File: src/rtl/control_unit.sv
// Hardwired Moore sequencer for the CPU datapath: fetch T0-T3, then per-opcode execute steps T4-T8.
// Optional feature macro: CTRL_MULDIV_EN enables the mul/div execute sequence (otherwise they halt).
module control_unit #(
  parameter int              OP_W    = 5,
  parameter logic [OP_W-1:0] ALU_ADD = 5'b00011
) (
  input  logic            clock,
  input  logic            clear,
  input  logic [OP_W-1:0] ir_op,
  input  logic            con,
  input  logic            stop,
  output logic            PCout,
  output logic            ZLowout,
  output logic            ZHighout,
  output logic            MDRout,
  output logic            HIout,
  output logic            LOout,
  output logic            InPortout,
  output logic            Cout,
  output logic            MAR_enable,
  output logic            MDR_enable,
  output logic            IR_enable,
  output logic            PC_enable,
  output logic            IncPC,
  output logic            Y_enable,
  output logic            Z_low_enable,
  output logic            Z_high_enable,
  output logic            HI_enable,
  output logic            LO_enable,
  output logic            Output_port_enable,
  output logic            CON_in,
  output logic            Read,
  output logic            Write,
  output logic            GRA,
  output logic            GRB,
  output logic            GRC,
  output logic            Rin,
  output logic            Rout,
  output logic            BAout,
  output logic            R15in,
  output logic [OP_W-1:0] operation,
  output logic            run
);

  localparam logic [OP_W-1:0] OP_LD   = 5'b00000;
  localparam logic [OP_W-1:0] OP_LDI  = 5'b00001;
  localparam logic [OP_W-1:0] OP_ST   = 5'b00010;
  localparam logic [OP_W-1:0] OP_ADD  = 5'b00011;
  localparam logic [OP_W-1:0] OP_SUB  = 5'b00100;
  localparam logic [OP_W-1:0] OP_AND  = 5'b00101;
  localparam logic [OP_W-1:0] OP_OR   = 5'b00110;
  localparam logic [OP_W-1:0] OP_ROR  = 5'b00111;
  localparam logic [OP_W-1:0] OP_ROL  = 5'b01000;
  localparam logic [OP_W-1:0] OP_SHR  = 5'b01001;
  localparam logic [OP_W-1:0] OP_SHRA = 5'b01010;
  localparam logic [OP_W-1:0] OP_SHL  = 5'b01011;
  localparam logic [OP_W-1:0] OP_ADDI = 5'b01100;
  localparam logic [OP_W-1:0] OP_ANDI = 5'b01101;
  localparam logic [OP_W-1:0] OP_ORI  = 5'b01110;
  localparam logic [OP_W-1:0] OP_DIV  = 5'b01111;
  localparam logic [OP_W-1:0] OP_MUL  = 5'b10000;
  localparam logic [OP_W-1:0] OP_NEG  = 5'b10001;
  localparam logic [OP_W-1:0] OP_NOT  = 5'b10010;
  localparam logic [OP_W-1:0] OP_BR   = 5'b10011;
  localparam logic [OP_W-1:0] OP_JR   = 5'b10100;
  localparam logic [OP_W-1:0] OP_JAL  = 5'b10101;
  localparam logic [OP_W-1:0] OP_IN   = 5'b10110;
  localparam logic [OP_W-1:0] OP_OUT  = 5'b10111;
  localparam logic [OP_W-1:0] OP_MFHI = 5'b11000;
  localparam logic [OP_W-1:0] OP_MFLO = 5'b11001;
  localparam logic [OP_W-1:0] OP_NOP  = 5'b11010;

  typedef enum logic [3:0] {
    S_RESET, S_T0, S_T1, S_T2, S_T3, S_T4, S_T5, S_T6, S_T7, S_T8, S_HALT
  } state_t;

  typedef enum logic [3:0] {
    C_RTYPE, C_IMM, C_LD, C_LDI, C_ST, C_BR, C_JR, C_JAL,
    C_MFHI, C_MFLO, C_IN, C_OUT, C_NOP, C_MULDIV, C_HALT
  } cls_t;

  typedef struct packed {
    logic            pc_out;
    logic            zlow_out;
    logic            zhigh_out;
    logic            mdr_out;
    logic            hi_out;
    logic            lo_out;
    logic            inport_out;
    logic            c_out;
    logic            mar_en;
    logic            mdr_en;
    logic            ir_en;
    logic            pc_en;
    logic            inc_pc;
    logic            y_en;
    logic            zlow_en;
    logic            zhigh_en;
    logic            hi_en;
    logic            lo_en;
    logic            outport_en;
    logic            con_in;
    logic            read;
    logic            write;
    logic            gra;
    logic            grb;
    logic            grc;
    logic            rin;
    logic            rout;
    logic            ba_out;
    logic            r15_in;
    logic [OP_W-1:0] operation;
  } ctrl_t;

  state_t          state, nxt_state;
  logic [OP_W-1:0] op_q, nxt_op;
  ctrl_t           ctrl_q;
  logic            run_q;
  cls_t            cls_cur, cls_new;
  logic [2:0]      step;

  function automatic cls_t op_class(input logic [OP_W-1:0] op);
    cls_t c;
    case (op)
      OP_LD:   c = C_LD;
      OP_LDI:  c = C_LDI;
      OP_ST:   c = C_ST;
      OP_ADD, OP_SUB, OP_AND, OP_OR, OP_ROR, OP_ROL, OP_SHR, OP_SHRA, OP_SHL,
      OP_NEG, OP_NOT:
               c = C_RTYPE;
      OP_ADDI, OP_ANDI, OP_ORI:
               c = C_IMM;
`ifdef CTRL_MULDIV_EN
      OP_DIV, OP_MUL: c = C_MULDIV;
`else
      OP_DIV, OP_MUL: c = C_HALT;
`endif
      OP_BR:   c = C_BR;
      OP_JR:   c = C_JR;
      OP_JAL:  c = C_JAL;
      OP_IN:   c = C_IN;
      OP_OUT:  c = C_OUT;
      OP_MFHI: c = C_MFHI;
      OP_MFLO: c = C_MFLO;
      OP_NOP:  c = C_NOP;
      default: c = C_HALT;
    endcase
    return c;
  endfunction

  // Number of execute steps (E1..En) for each instruction class.
  function automatic logic [2:0] n_steps(input cls_t c);
    logic [2:0] n;
    case (c)
      C_RTYPE, C_IMM, C_LDI:              n = 3'd3;
      C_LD, C_ST:                         n = 3'd5;
      C_BR, C_MULDIV:                     n = 3'd4;
      C_JAL:                              n = 3'd2;
      C_JR, C_MFHI, C_MFLO, C_IN, C_OUT:  n = 3'd1;
      default:                            n = 3'd0;
    endcase
    return n;
  endfunction

  function automatic logic [2:0] exec_step(input state_t s);
    logic [2:0] e;
    case (s)
      S_T4:    e = 3'd1;
      S_T5:    e = 3'd2;
      S_T6:    e = 3'd3;
      S_T7:    e = 3'd4;
      S_T8:    e = 3'd5;
      default: e = 3'd0;
    endcase
    return e;
  endfunction

  // Control set for a state/opcode pair; evaluated on the next state so outputs come straight from flops.
  function automatic ctrl_t decode(input state_t s, input logic [OP_W-1:0] op, input logic c);
    ctrl_t o;
    cls_t  k;
    logic [2:0] e;
    o = '0;
    k = op_class(op);
    e = exec_step(s);
    case (s)
      S_T0: begin o.pc_out = 1'b1; o.mar_en = 1'b1; o.inc_pc = 1'b1; end
      S_T1: o.read = 1'b1;
      S_T2: begin o.read = 1'b1; o.mdr_en = 1'b1; end
      S_T3: begin o.mdr_out = 1'b1; o.ir_en = 1'b1; end
      S_T4, S_T5, S_T6, S_T7, S_T8: begin
        case (k)
          C_RTYPE, C_IMM: begin
            case (e)
              3'd1: begin o.grb = 1'b1; o.rout = 1'b1; o.y_en = 1'b1; end
              3'd2: begin
                if (k == C_RTYPE) begin
                  o.grc  = 1'b1;
                  o.rout = 1'b1;
                end else begin
                  o.c_out = 1'b1;
                end
                o.operation = op;
                o.zlow_en   = 1'b1;
              end
              3'd3: begin o.zlow_out = 1'b1; o.gra = 1'b1; o.rin = 1'b1; end
              default: ;
            endcase
          end
          C_LD, C_LDI, C_ST: begin
            case (e)
              3'd1: begin o.grb = 1'b1; o.ba_out = 1'b1; o.y_en = 1'b1; end
              3'd2: begin o.c_out = 1'b1; o.operation = ALU_ADD; o.zlow_en = 1'b1; end
              3'd3: begin
                o.zlow_out = 1'b1;
                if (k == C_LDI) begin
                  o.gra = 1'b1;
                  o.rin = 1'b1;
                end else begin
                  o.mar_en = 1'b1;
                end
              end
              3'd4: begin
                o.mdr_en = 1'b1;
                if (k == C_LD) begin
                  o.read = 1'b1;
                end else begin
                  o.gra  = 1'b1;
                  o.rout = 1'b1;
                end
              end
              3'd5: begin
                if (k == C_LD) begin
                  o.mdr_out = 1'b1;
                  o.gra     = 1'b1;
                  o.rin     = 1'b1;
                end else begin
                  o.write = 1'b1;
                end
              end
              default: ;
            endcase
          end
          C_BR: begin
            case (e)
              3'd1: begin o.gra = 1'b1; o.rout = 1'b1; o.con_in = 1'b1; end
              3'd2: begin o.pc_out = 1'b1; o.y_en = 1'b1; end
              3'd3: begin o.c_out = 1'b1; o.operation = ALU_ADD; o.zlow_en = 1'b1; end
              // Branch is taken only if CON, captured in E1, is set when E4 is entered.
              3'd4: begin o.zlow_out = c; o.pc_en = c; end
              default: ;
            endcase
          end
          C_JR: begin o.gra = 1'b1; o.rout = 1'b1; o.pc_en = 1'b1; end
          C_JAL: begin
            if (e == 3'd1) begin
              o.pc_out = 1'b1;
              o.r15_in = 1'b1;
            end else begin
              o.gra   = 1'b1;
              o.rout  = 1'b1;
              o.pc_en = 1'b1;
            end
          end
          C_MFHI: begin o.hi_out = 1'b1; o.gra = 1'b1; o.rin = 1'b1; end
          C_MFLO: begin o.lo_out = 1'b1; o.gra = 1'b1; o.rin = 1'b1; end
          C_IN:   begin o.inport_out = 1'b1; o.gra = 1'b1; o.rin = 1'b1; end
          C_OUT:  begin o.gra = 1'b1; o.rout = 1'b1; o.outport_en = 1'b1; end
`ifdef CTRL_MULDIV_EN
          C_MULDIV: begin
            case (e)
              3'd1: begin o.gra = 1'b1; o.rout = 1'b1; o.y_en = 1'b1; end
              3'd2: begin
                o.grb       = 1'b1;
                o.rout      = 1'b1;
                o.operation = op;
                o.zlow_en   = 1'b1;
                o.zhigh_en  = 1'b1;
              end
              3'd3: begin o.zlow_out = 1'b1; o.lo_en = 1'b1; end
              3'd4: begin o.zhigh_out = 1'b1; o.hi_en = 1'b1; end
              default: ;
            endcase
          end
`endif
          default: ;
        endcase
      end
      default: ;
    endcase
    return o;
  endfunction

  always_comb begin
    nxt_state = state;
    nxt_op    = op_q;
    cls_cur   = op_class(op_q);
    cls_new   = op_class(ir_op);
    step      = exec_step(state);
    case (state)
      S_RESET: nxt_state = S_T0;
      S_T0:    nxt_state = S_T1;
      S_T1:    nxt_state = S_T2;
      S_T2:    nxt_state = S_T3;
      S_T3: begin
        nxt_op = ir_op;
        if (cls_new == C_HALT)
          nxt_state = S_HALT;
        else if (n_steps(cls_new) == 3'd0)
          nxt_state = stop ? S_HALT : S_T0;
        else
          nxt_state = S_T4;
      end
      S_T4, S_T5, S_T6, S_T7, S_T8: begin
        if (step >= n_steps(cls_cur))
          nxt_state = stop ? S_HALT : S_T0;
        else
          nxt_state = state_t'(state + 4'd1);
      end
      S_HALT:  nxt_state = S_HALT;
      default: nxt_state = S_RESET;
    endcase
  end

  // Stage boundary: state, latched opcode and the full control set all register together.
  always_ff @(posedge clock or negedge clear) begin
    if (!clear) begin
      state  <= S_RESET;
      op_q   <= '0;
      ctrl_q <= '0;
      run_q  <= 1'b0;
    end else begin
      state  <= nxt_state;
      op_q   <= nxt_op;
      ctrl_q <= decode(nxt_state, nxt_op, con);
      run_q  <= (nxt_state != S_RESET) && (nxt_state != S_HALT);
    end
  end

  assign PCout              = ctrl_q.pc_out;
  assign ZLowout            = ctrl_q.zlow_out;
  assign ZHighout           = ctrl_q.zhigh_out;
  assign MDRout             = ctrl_q.mdr_out;
  assign HIout              = ctrl_q.hi_out;
  assign LOout              = ctrl_q.lo_out;
  assign InPortout          = ctrl_q.inport_out;
  assign Cout               = ctrl_q.c_out;
  assign MAR_enable         = ctrl_q.mar_en;
  assign MDR_enable         = ctrl_q.mdr_en;
  assign IR_enable          = ctrl_q.ir_en;
  assign PC_enable          = ctrl_q.pc_en;
  assign IncPC              = ctrl_q.inc_pc;
  assign Y_enable           = ctrl_q.y_en;
  assign Z_low_enable       = ctrl_q.zlow_en;
  assign Z_high_enable      = ctrl_q.zhigh_en;
  assign HI_enable          = ctrl_q.hi_en;
  assign LO_enable          = ctrl_q.lo_en;
  assign Output_port_enable = ctrl_q.outport_en;
  assign CON_in             = ctrl_q.con_in;
  assign Read               = ctrl_q.read;
  assign Write              = ctrl_q.write;
  assign GRA                = ctrl_q.gra;
  assign GRB                = ctrl_q.grb;
  assign GRC                = ctrl_q.grc;
  assign Rin                = ctrl_q.rin;
  assign Rout               = ctrl_q.rout;
  assign BAout              = ctrl_q.ba_out;
  assign R15in              = ctrl_q.r15_in;
  assign operation          = ctrl_q.operation;
  assign run                = run_q;

endmodule

File: config.mk
export PLATFORM = sky130hd
export DESIGN_NAME = control_unit
export DESIGN_NICKNAME = d
export VERILOG_FILES = /design/src/rtl/control_unit.sv
export SDC_FILE = /design/constraint.sdc
export NUM_CORES = 1
export LEC_CHECK = 0
export CAP_MARGIN = 5
export CORE_UTILIZATION = 30
export CTS_CLUSTER_SIZE = 12
export DETAILED_ROUTE_END_ITERATION = 6
export GPL_ROUTABILITY_DRIVEN = 0
export GPL_TIMING_DRIVEN = 0
export SLEW_MARGIN = 10
export SYNTH_ARGS = -nofsm -noshare
export SYNTH_HDL_FRONTEND = slang
export SYNTH_SLANG_ARGS = --single-unit
File: constraint.sdc
create_clock -name clock -period 5.45 [get_ports clock]
set_input_delay 1.09 -clock clock [delete_from_list [all_inputs] [get_ports clock]]
set_output_delay 1.09 -clock clock [all_outputs]
set_load 0.02 [all_outputs]
* Yosys cells after proc, flatten, opt, wreduce, memory -nomap -nowiden
Memory sizes are Yosys's and may differ from the RTL's.
Index checks and enable logic that the tools add are counted.
** Storage, ports and cells
- Flip-flop bits (word level) :: 40
- Memory bits (read-only) :: 480
- Input port bits :: 9
- Output and inout port bits :: 35
- Logic and storage cells :: 157
- Memories :: 5
** Operators by class
- Add/subtract/negate cells :: 1
- Order comparisons :: 1
- Equality and inequality tests :: 37
- Muxes and demuxes :: 70
- Reductions and logical operators :: 14
** Memories
- (no name shown) :: words 32, bits a word 4, read ports 1, clocked after Yosys merged registers in 0, write ports 0, RTL line 124 : case (op)
- (no name shown) :: words 32, bits a word 4, read ports 1, clocked after Yosys merged registers in 0, write ports 0, RTL line 124
- (no name shown) :: words 32, bits a word 4, read ports 1, clocked after Yosys merged registers in 0, write ports 0, RTL line 124
- (no name shown) :: words 16, bits a word 3, read ports 1, clocked after Yosys merged registers in 0, write ports 0, RTL line 154 : case (c)
- (no name shown) :: words 16, bits a word 3, read ports 1, clocked after Yosys merged registers in 0, write ports 0, RTL line 154
** Operators with widths (count)
- equality test 4 x 3 -> 1 bit (second input constant) :: 12
- equality test 4 bit (second input constant) :: 10
- 2-to-1 mux 1 bit :: 33
- case mux 3 bit (5 select lines) :: 2
- case mux 4 bit (7 select lines) :: 1
- equality test 4 x 2 -> 1 bit (second input constant) :: 6
- 2-to-1 mux 4 bit :: 5
- OR reduction 5 bit :: 4
- case mux 1 bit (2 select lines) :: 9
- case mux 5 bit (3 select lines) :: 1
- 2-to-1 mux 13 bit :: 1
- equality test 4 x 1 -> 1 bit (second input constant) :: 3
- 2-to-1 mux 2 bit :: 6
- case mux 1 bit (3 select lines) :: 4
- 2-to-1 mux 5 bit :: 2
- case mux 1 bit (5 select lines) :: 2
- 2-to-1 mux 3 bit :: 3
- logical NOT 4 bit :: 2
- equality test 3 x 2 -> 1 bit (second input constant) :: 2
- equality test 3 bit (second input constant) :: 2
- OR reduction 2 bit :: 3
- OR reduction 3 bit :: 2
- adder 4 x 1 -> 4 bit (second input constant) :: 1
- != test 4 bit (second input constant) :: 1
- other kinds (6) :: 6

* Longest topological paths before layout
An unclocked memory read counts as a cell.
- Word-level depth :: 14
- Depth in mapped cells :: 19
- Depth with buffers taken out :: 19

* Worst setup path before layout
OpenSTA, ideal clock, no wires.
- Path type :: register -> register
- From :: reg op_q[3]
- To :: reg ctrl_q, in the netlist Rin
- Setup time :: 0.131 ns
- Arrival time :: 3.941 ns
- Required time :: 5.319 ns
- Setup slack :: 1.378 ns
- Stages on the path, launching flop included :: 20
- Path buffers :: 3
- Period minus slack after synthesis :: 4.072 ns
- Cell sequence :: dfrtp_1 > clkbuf_1 > buf_1 > nor2b_1 > a211o_1 > a211oi_1 > nand2_1 > o21ai_0 > o21ai_0 > ha_1 > a21o_1 > a31o_2 > mux2i_1 > o22ai_1 > nor2_1 > and3_1 > buf_4 > o21ai_2 > a21oi_1 > or3_1
** Between the ends
- Word-level cells in the longest chain between the ends :: 12
- Elaborated cells on any way between the ends :: 34
- Classes of those cells :: order compare: 1; eq/ne: 14; mux: 11; reduce/logical: 5; memory: 3
** Ends and longest elaborated chain
- start: declaration :: RTL line 116 : logic [OP_W-1:0] op_q, nxt_op;
- start signal: assignment :: RTL line 334 : op_q <= nxt_op;
- memory read (32 x 4 bit)
- memory read (16 x 3 bit)
- 2-to-1 mux 3 bit :: RTL line 300 : case (state)
- greater-or-equal comparator 3 bit :: RTL line 315 : if (step >= n_steps(cls_cur))
- 2-to-1 mux 4 bit :: RTL line 315
- case mux 4 bit (7 select lines) :: RTL line 300
- equality test 4 bit / equality test 4 x 3 -> 1 bit (equally long branches) :: RTL line 167, 186
- case mux 3 bit (5 select lines) :: RTL line 167 : case (s)
- equality test 3 bit / equality test 3 x 2 -> 1 bit (equally long branches) :: RTL line 211, 194
- case mux 1 bit (2 select lines) / 2-to-1 mux 1 bit (equally long branches) :: RTL line 211, 194
- case mux 1 bit (3 select lines) :: RTL line 192 : case (k)
- 2-to-1 mux 13 bit (*) :: RTL line 186 : case (s)
- end signal: assignment :: RTL line 335 : ctrl_q <= decode(nxt_state, nxt_op, con);
- end: declaration :: RTL line 117 : ctrl_t ctrl_q;
Mark *: on every way between the ends. The rest lies on a longest branch, timed or not. The select of a mux whose other input is x is not followed.

* Final worst setup path
Ends and elaborated chain as after synthesis.

==> results.toml <==
[run_status]
status = "finished clean"

[finish]
final_common_cell = "dfrtp_1"
final-instance-count-excl-fill = 519
stdcell_area_sq_mm = 0.00376
fin_nets = 413
drive_above_1_share_pct = 15.5
mostFrequentLayoutCells = "dfrtp_1 (40), clkdlybuf4s50_1 (38), nor2_1 (34)"
n_antenna_cell = 0
areaGrowthSynthToFinish_pct = 22.2

[sta]
tns_ps = 0
setup_violations = 0
hold-worst-slack_ps = 734
rsz0062_at_grt = "false"
fin_ws_ps = 753
worst_pin_slew_ps = 550
hold_viol = 0
fmax_mhz = 213
max-slew-margin-rel_pct = 63.1
fin_crit_ps = 4700
slew_viol_final = 0
period_share_pct = 86.2
finClkSkew_ps = 4.06

[die]
core_area_sq_mm = 0.00986
fp-row-count = 36
ios = 44
initial_utilization_pct = 31.2
dieArea_sq_mm = 0.0107
die_h_um = 103
dieWidth_um = 103

[routing]
post_drt_wl_per_cell_um = 13.7
ant_nets = 0
viasPerCell = 4.97
first_iter_violations = 107
via_count = 2582
dr.pass1.iters = 4
wirelength_um = 7100
drc = 0

[worst_setup_path]
critical_path_class = "reg -> reg"
required_ps = 5620
cp_max_fo = 10
crit_arrival_ps = 4860
crit_path_end_kind = "register"
crit_path_start_kind = "register"

[clocking]
holdBufCountCts = 0
cts.clk_slew.worst_paths_ps = 70
clk_latency_ps = 290
h-tree-depth = 2
cts-root-buf = "clkbuf_8"
cts_tree = "done"
cts.sinks = 40
cts_setup_buffers = 0
cts_resized = 0
numCtsBuffers = 5
clock_path_buffers = 2

[global_route]
use_met3_pct = 2.08
grt_pass1_wl_um = 11800
grt_max_degree = 24
grt.overflow.total = 0
grtUsageTotal_pct = 14.1
use_met2_pct = 24.8
grt_pass1_vias = 2523
top_usage_layer = "met2"
use_met1_pct = 18.3
antenna_found_initial = 0

[place]
hpwl_um = 5650
place_area_sq_mm = 0.00367
dp_worst_setup_slack_ps = 752
post-place-cells = 511
io_buffer_count = 39

[synthesis]
ys_seq_elements = 40
netlist_instances = 335
ys_warn_count = 0
synth_edf_count = 0
synthArstFlopShare_pct = 100
yosysSeqAreaShare_pct = 32.5
syn_area_sq_mm = 0.00308
ys.flop_type = "dfrtp_1"
syn_area_per_cell_sq_um = 9.20
synth_cell_type_count = 82

[pwr]
leakage_nw = 1.66
ir_drop_mv = 0.222
power-per-cell-area_mw_per_mm2 = 630

[flow_run]
drv_cap = 0

[min_path]
hp-class = "in -> async"
## cell usage after synthesis, types with 5 or more instances
cell type | instances | share of area (%)
nand4_1 | 5 | 1.0
nor3_1 | 10 | 1.6
mux2i_1 | 8 | 2.6
o21ai_0 | 12 | 1.9
dfrtp_1 | 40 | 32
and3_1 | 5 | 1.0
nor2b_1 | 6 | 1.2
a21oi_1 | 13 | 2.1
o22ai_1 | 5 | 1.0
inv_1 | 15 | 1.8
buf_4 | 5 | 1.2
o211ai_1 | 5 | 1.2
a211oi_1 | 6 | 1.5
a31oi_1 | 5 | 1.0
ha_1 | 19 | 7.7
nor2_1 | 34 | 4.1
nand2_1 | 26 | 3.2
o21ai_1 | 7 | 1.1
nand3_1 | 8 | 1.3
## cells by family after synthesis
group | Yosys count | synth area share (%)
xor+xnor | 5 | 1.42
buf+inv | 38 | 6.54
fa+ha+maj | 20 | 8.08
other cells | 1 | 0.122
simple gates | 125 | 22.6
mux | 14 | 6.09
flops | 40 | 32.5
compound gates | 92 | 22.7
## through the flow
step                      util, %  total power, mW
after global routing         38.2             2.58
after detailed placement     37.2             2.16
after CTS                    38.2             2.37
after floorplan                 -             1.75
final                        38.2             2.37
after global placement       37.0             2.14
## routing by layer
layer	part of all wire (%)	vias up	wire length [um]
met1	46	1208	3300
li1	-	1312	-
met4	0.65	0	46
met2	49	56	3510
met3	3.4	6	244
met5	0	-	0
## worst max-delay path: stages (launching register included)
cell and delay [ps]:
dfrtp_1 330, clkbuf_1 320, buf_1 380, nor2b_1 90, a211o_1 270, a211oi_1 350, nand2_1 110, o21ai_0 80
o21ai_0 150, ha_1 340, a21o_1 200, a31o_2 260, mux2i_1 150, o22ai_1 350, nor2_1 130, and3_1 200
buf_4 150, o21ai_2 240, a21oi_1 90, or3_1 380
## power by group
group	internal (mW)	leakage [nW]	switching (mW)
combinational	0.652	1.08	1.10
clock	0.103	0.0445	0.0972
sequential	0.370	0.534	0.0535
total	1.12	1.66	1.25
## final cells by class
| cell class | instances | area (sq um) |
|---|---|---|
| repair buffers | 40 | 413 |
| clock inverters | 1 | 7.51 |
| well taps | 133 | 166 |
| flip-flops and latches | 40 | 1000 |
| inverters | 20 | 80.1 |
| plain buffers | 18 | 121 |
| multi-input cells | 260 | 1890 |
| fillers | 981 | 6100 |
| clock buffers | 7 | 86.3 |
## final timing paths
kind	startpoint	end	slack, ps	depth (start not counted)
worst max-delay path	op_q[3]$_DFF_PN0_	Rin$_DFF_PN0_	750	19
worst min register to register	op_q[2]$_DFF_PN0_	op_q[2]$_DFF_PN0_	790	2
min in group clock	op_q[2]$_DFF_PN0_	op_q[2]$_DFF_PN0_	790	2
worst min-delay path	clear	IncPC$_DFF_PN0_	730	1
max in group asynchronous	clear	Cout$_DFF_PN0_	4270	2
worst max register to register	op_q[3]$_DFF_PN0_	Rin$_DFF_PN0_	750	19
No activity file was read; power rests on OpenSTA's default activity.
